[config.mk]
export PLATFORM = sky130hd
export DESIGN_NAME = rr_stream_arbiter
export DESIGN_NICKNAME = d
export VERILOG_FILES = /design/src/rtl/rr_stream_arbiter.sv
export SDC_FILE = /design/constraint.sdc
export NUM_CORES = 1
export LEC_CHECK = 0
export ABC_AREA = 0
export CORE_MARGIN = 2
export CORE_UTILIZATION = 48
export CTS_CLUSTER_SIZE = 28
export DETAILED_ROUTE_END_ITERATION = 16
export MAX_ROUTING_LAYER = met4
export PLACE_DENSITY = 0.83
export SYNTH_ARGS = -nofsm -noshare
export SYNTH_HDL_FRONTEND = slang
export SYNTH_SLANG_ARGS = --single-unit
[constraint.sdc]
create_clock -name clk -period 3.8 [get_ports clk]
set_input_delay 0.38 -clock clk [delete_from_list [all_inputs] [get_ports clk]]
set_output_delay 0.38 -clock clk [all_outputs]
set_load 0.1 [all_outputs]
[src/rtl/rr_stream_arbiter.sv]
// Purpose: round-robin, packet-locked arbiter merging NUM_REQ valid/ready beat streams into one egress stream.
// Latency: one IDLE arbitration cycle per packet, then 1 cycle from beat acceptance to e_valid_o.
// Backpressure: egress stalls fill a 2-entry main/skid buffer; i_ready_o of the grantee drops while skid holds a beat.
//
// Ports:
//   clk, reset_n            - single rising-edge clock, asynchronous active-low reset
//   i_valid_i/i_data_i/i_last_i/i_ready_o
//                           - per-requester beat stream; requester k's data is i_data_i[k*DATA_W +: DATA_W]
//   e_valid_o/e_data_o/e_last_o/e_ready_i
//                           - merged egress stream, driven straight from the main register
//   grant_o                 - one-hot grant, zero while arbitrating or idle
//   busy_o                  - high while a packet is locked
module rr_stream_arbiter #(
    parameter int NUM_REQ = 4,
    parameter int DATA_W  = 8
) (
    input  logic                      clk,
    input  logic                      reset_n,
    input  logic [NUM_REQ-1:0]        i_valid_i,
    input  logic [NUM_REQ*DATA_W-1:0] i_data_i,
    input  logic [NUM_REQ-1:0]        i_last_i,
    output logic [NUM_REQ-1:0]        i_ready_o,
    output logic                      e_valid_o,
    output logic [DATA_W-1:0]         e_data_o,
    output logic                      e_last_o,
    input  logic                      e_ready_i,
    output logic [NUM_REQ-1:0]        grant_o,
    output logic                      busy_o
);

    localparam int PTR_W = (NUM_REQ > 1) ? $clog2(NUM_REQ) : 1;

    typedef enum logic {
        IDLE   = 1'b0,
        LOCKED = 1'b1
    } state_t;

    state_t               state_q, state_d;
    logic [PTR_W-1:0]     ptr_q, ptr_d;
    logic [NUM_REQ-1:0]   grant_q, grant_d;

    logic                 arb_found;
    logic [NUM_REQ-1:0]   arb_onehot;
    logic                 beat_vld;
    logic                 beat_last;
    logic [DATA_W-1:0]    beat_dat;
    logic [PTR_W-1:0]     ptr_after;
    logic                 accept;
    logic                 pop;

    logic                 main_vld, skid_vld;
    logic                 main_last, skid_last;
    logic [DATA_W-1:0]    main_dat, skid_dat;

    // First valid requester scanning ptr, ptr+1, ... modulo NUM_REQ.
    always_comb begin
        arb_found  = 1'b0;
        arb_onehot = '0;
        for (int i = 0; i < NUM_REQ; i++) begin
            for (int k = 0; k < NUM_REQ; k++) begin
                if (!arb_found && (k == (int'(ptr_q) + i) % NUM_REQ) && i_valid_i[k]) begin
                    arb_found     = 1'b1;
                    arb_onehot[k] = 1'b1;
                end
            end
        end
    end

    // Select the granted requester's beat and the pointer value that follows it.
    always_comb begin
        beat_vld  = 1'b0;
        beat_last = 1'b0;
        beat_dat  = '0;
        ptr_after = '0;
        for (int k = 0; k < NUM_REQ; k++) begin
            if (grant_q[k]) begin
                beat_vld  = i_valid_i[k];
                beat_last = i_last_i[k];
                beat_dat  = i_data_i[k*DATA_W +: DATA_W];
                ptr_after = (k == NUM_REQ - 1) ? '0 : PTR_W'(k + 1);
            end
        end
    end

    // Ready only when the skid slot is free, so a stalled egress never loses a beat.
    assign i_ready_o = (state_q == LOCKED && !skid_vld) ? grant_q : '0;
    assign accept    = (state_q == LOCKED) && beat_vld && !skid_vld;
    assign pop       = main_vld && e_ready_i;

    always_comb begin
        state_d = state_q;
        ptr_d   = ptr_q;
        grant_d = grant_q;
        case (state_q)
            IDLE: begin
                if (arb_found) begin
                    state_d = LOCKED;
                    grant_d = arb_onehot;
                end
            end
            LOCKED: begin
                // Grant is held until the last beat; a valid gap never releases it.
                if (accept && beat_last) begin
                    state_d = IDLE;
                    grant_d = '0;
                    ptr_d   = ptr_after;
                end
            end
            default: begin
                state_d = IDLE;
                grant_d = '0;
            end
        endcase
    end

    always_ff @(posedge clk or negedge reset_n) begin
        if (!reset_n) begin
            state_q <= IDLE;
            ptr_q   <= '0;
            grant_q <= '0;
        end else begin
            state_q <= state_d;
            ptr_q   <= ptr_d;
            grant_q <= grant_d;
        end
    end

    // Main/skid egress buffer. Skid only fills when main is occupied and not draining.
    always_ff @(posedge clk or negedge reset_n) begin
        if (!reset_n) begin
            main_vld  <= 1'b0;
            main_last <= 1'b0;
            main_dat  <= '0;
            skid_vld  <= 1'b0;
            skid_last <= 1'b0;
            skid_dat  <= '0;
        end else if (pop) begin
            if (skid_vld) begin
                main_dat  <= skid_dat;
                main_last <= skid_last;
                skid_vld  <= 1'b0;
            end else if (accept) begin
                main_dat  <= beat_dat;
                main_last <= beat_last;
            end else begin
                main_vld  <= 1'b0;
            end
        end else if (accept) begin
            if (!main_vld) begin
                main_vld  <= 1'b1;
                main_dat  <= beat_dat;
                main_last <= beat_last;
            end else begin
                skid_vld  <= 1'b1;
                skid_dat  <= beat_dat;
                skid_last <= beat_last;
            end
        end
    end

    assign e_valid_o = main_vld;
    assign e_data_o  = main_dat;
    assign e_last_o  = main_last;
    assign grant_o   = grant_q;
    assign busy_o    = (state_q == LOCKED);

endmodule

==> impl_metrics.py <==
metrics = {
    "worst_setup_path": {
        "setup.worst_path.start": "grant_o[2]$_DFFE_PN0P_",
        "critical_path.endpoint": "i_ready_o[2]",
        "worstPathMaxFanout": 25,
        "crit_path_end_kind": "output pin",
        "required_ns": 3.42,
        "reg2reg_depth": 5,
        "start_kind": "flip-flop",
        "rrSetupSlack_ns": 1.33,
        "r2r-end": "skid_dat[4]$_DFFE_PN0P_",
        "critPathKind": "flip-flop to output pin",
        "worstReg2RegStart": "grant_o[1]$_DFFE_PN0P_",
        "cp_data_arrival_time_ns": 2.59,
    },
    "timing": {
        "finalCritPeriodShare": 0.781,
        "hold-worst-slack_ns": 0.404,
        "max_freq_mhz": 337,
        "max_slew_margin": 0.341,
        "tightest_slew_ns": 0.986,
        "final.setup.worst_slack_ns": 0.834,
        "timing.setup.tns_ns": 0,
        "final-hold-violation-count": 0,
        "drv_slew": 0,
        "rsz0062_at_grt": "no",
        "skew_ns": 0.0119,
        "min_period_ns": 2.97,
        "setup_viol": 0,
    },
    "logic_synthesis": {
        "synth_cells": 157,
        "async_flop_share": 1.00,
        "yosysWarningCount": 0,
        "synth_edf_count": 0,
        "synth_area_leaders": "dfrtp_1, mux2_2, a221oi_2, nor2b_1, o31ai_1",
        "synth_top_cell_by_area": "dfrtp_1",
        "ys_seq_area_frac": 0.404,
        "synth_seq_cells": 27,
        "synth.distinct_cells": 40,
        "netlist.area_leader.share": 0.404,
        "avgSynthCellArea_um2": 10.6,
        "synthFlopType": "dfrtp_1",
        "syn_nets": 200,
        "netlist_area_mm2": 0.00167,
    },
    "placement": {
        "dp_hpwl_mm": 3.07,
        "placed_cells": 258,
        "dp_slack_ns": 1.18,
        "port_buffers": 61,
        "place.gp.congestion": 0.952,
    },
    "finish": {
        "fill_cells": 257,
        "drive_above_1_share": 0.204,
        "fin_cells": 262,
        "finalNetCount": 260,
        "syn2layout_area_growth_pct": 39.7,
        "num_antenna_cells": 0,
        "final_common_cell": "clkdlybuf4s50_1",
        "layout_common_cells": "clkdlybuf4s50_1, dfrtp_1, mux2_2",
    },
    "drt": {
        "firstDrtPassIters": 4,
        "vias_per_cell": 5.66,
        "drc_errors": 0,
        "routedWlPerCell_um": 15.7,
        "drt-initial-drc-count": 132,
        "routed_wl_mm": 4.12,
        "routed-via-count": 1483,
        "ant_nets": 0,
    },
    "floorplan": {
        "start_util": 0.501,
        "die_width_um": 63.0,
        "ios": 62,
        "rows": 21,
        "core-area_mm2": 0.00334,
        "die_area_mm2": 0.00397,
        "die_h_um": 63.0,
    },
    "clock_tree": {
        "postCtsSetupBuffers": 0,
        "cts_resized": 0,
        "clk_pin_slew_ns": 0.15,
        "cts-buffers-inserted": 3,
        "root_buffer": "clkbuf_4",
        "htreeDepth": 1,
        "numClockSinks": 27,
        "cts_buffer_depth": 2,
        "cts_tree": "built",
        "clk_latency_ns": 0.33,
        "ctsHoldBuffers": 0,
    },
    "grt": {
        "grt_max_degree": 28,
        "grt_pass1_vias": 1523,
        "grt_antenna_before_repair": 0,
        "grt_overflow_total": 0,
        "grt_pass1_wl_mm": 6.90,
        "grtUsageTotal": 0.227,
    },
    "run": {
        "drv_cap": 0,
    },
    "pwr": {
        "ir_worst_vdd_mv": 0.436,
        "p_seq_frac": 0.252,
        "power.total_mw": 2.00,
        "p_comb_frac": 0.685,
        "p_leak_nw": 0.984,
        "power.internal_mw": 0.930,
        "p_switching_mw": 1.07,
        "clkPwrFrac": 0.063,
        "netSwitchingFraction": 0.534,
        "powerDensity_mw_per_mm2": 855,
    },
    "worst_hold_path": {
        "holdCritPathClass": "input port to asynchronous set/reset pin",
    },
    "outcome": {
        "outcome": "complete, no violations",
    },
}
[cell usage after synthesis (3+ instances only)]
cell type / count
nor2b_1: 10
nand2_1: 11
o31ai_1: 8
clkbuf_1: 4
and2_1: 4
inv_1: 5
a221oi_2: 8
mux2_2: 23
a21oi_1: 7
nor2_1: 12
dfrtp_1: 27
mux2_1: 3
[per-stage QoR]
step           instance area, µm²   util
2_1_floorplan                1670      -
3_3_place_gp                 2310  0.691
3_5_place_dp                 2310  0.691
4_1_cts                      2330  0.700
5_1_grt                      2330  0.700
6_report                     2330  0.700
[power groups by stage]
stage | registers (mW) | clock network [mW] | logic, mW
6_report | 0.503 | 0.125 | 1.37
5_1_grt | 0.519 | 0.138 | 1.45
4_1_cts | 0.502 | 0.127 | 1.37
3_5_place_dp | 0.508 | 0 | 1.37
3_3_place_gp | 0.499 | 0 | 1.34
2_1_floorplan | 0.862 | 0 | 0.715
[worst max-delay path, stage by stage, from the launching register on]
cell	delay, ns
dfrtp_1	0.91
and2_1	0.22
clkdlybuf4s50_1	1.12
[final cells by class]
type,instances,area [µm²],area share
multi-input cells,117,930,0.398
inverters,5,18.8,0.00804
clock inverters,1,5.00,0.00214
flip-flops and latches,27,676,0.289
well taps,46,57.6,0.0247
clock buffers,3,22.5,0.00965
repair buffers,63,626,0.268
[layer usage]
layer  global-route usage  vias to the layer above  share of wire
met5                    -                        -              0
met4               0.0694                        0          0.014
met3               0.0288                        7          0.078
met2                0.392                       84           0.50
met1                0.275                      694           0.41
li1                     -                      698              -
[registers in the layout, indices dropped and copies added, names as in the netlist]
register and cells:
e_valid_o 1, skid_last 1, busy_o 1, e_last_o 1, skid_dat 8, grant_o 4, e_data_o 8, ptr_q 2
skid_vld 1
[worst min-delay path by stage]
stage / start / end / cells past startpoint
2_1_floorplan: reset_n / busy_o$_DFF_PN0_ / 0
3_3_place_gp: skid_dat[4]$_DFFE_PN0P_ / skid_dat[4]$_DFFE_PN0P_ / 1
3_5_place_dp: skid_dat[4]$_DFFE_PN0P_ / skid_dat[4]$_DFFE_PN0P_ / 1
4_1_cts: reset_n / e_data_o[6]$_DFFE_PN0P_ / 2
5_1_grt: reset_n / e_data_o[6]$_DFFE_PN0P_ / 2
6_report: reset_n / e_data_o[6]$_DFFE_PN0P_ / 2
[kinds of logic after synthesis]
family,after synthesis,share of synthesized area
muxes,27,0.181
buffers and inverters,13,0.0397
DFF,27,0.404
AOI/OAI and AO/OA,42,0.226
and+or+nand+nor,48,0.149
Power figures use the tool's default switching activity.
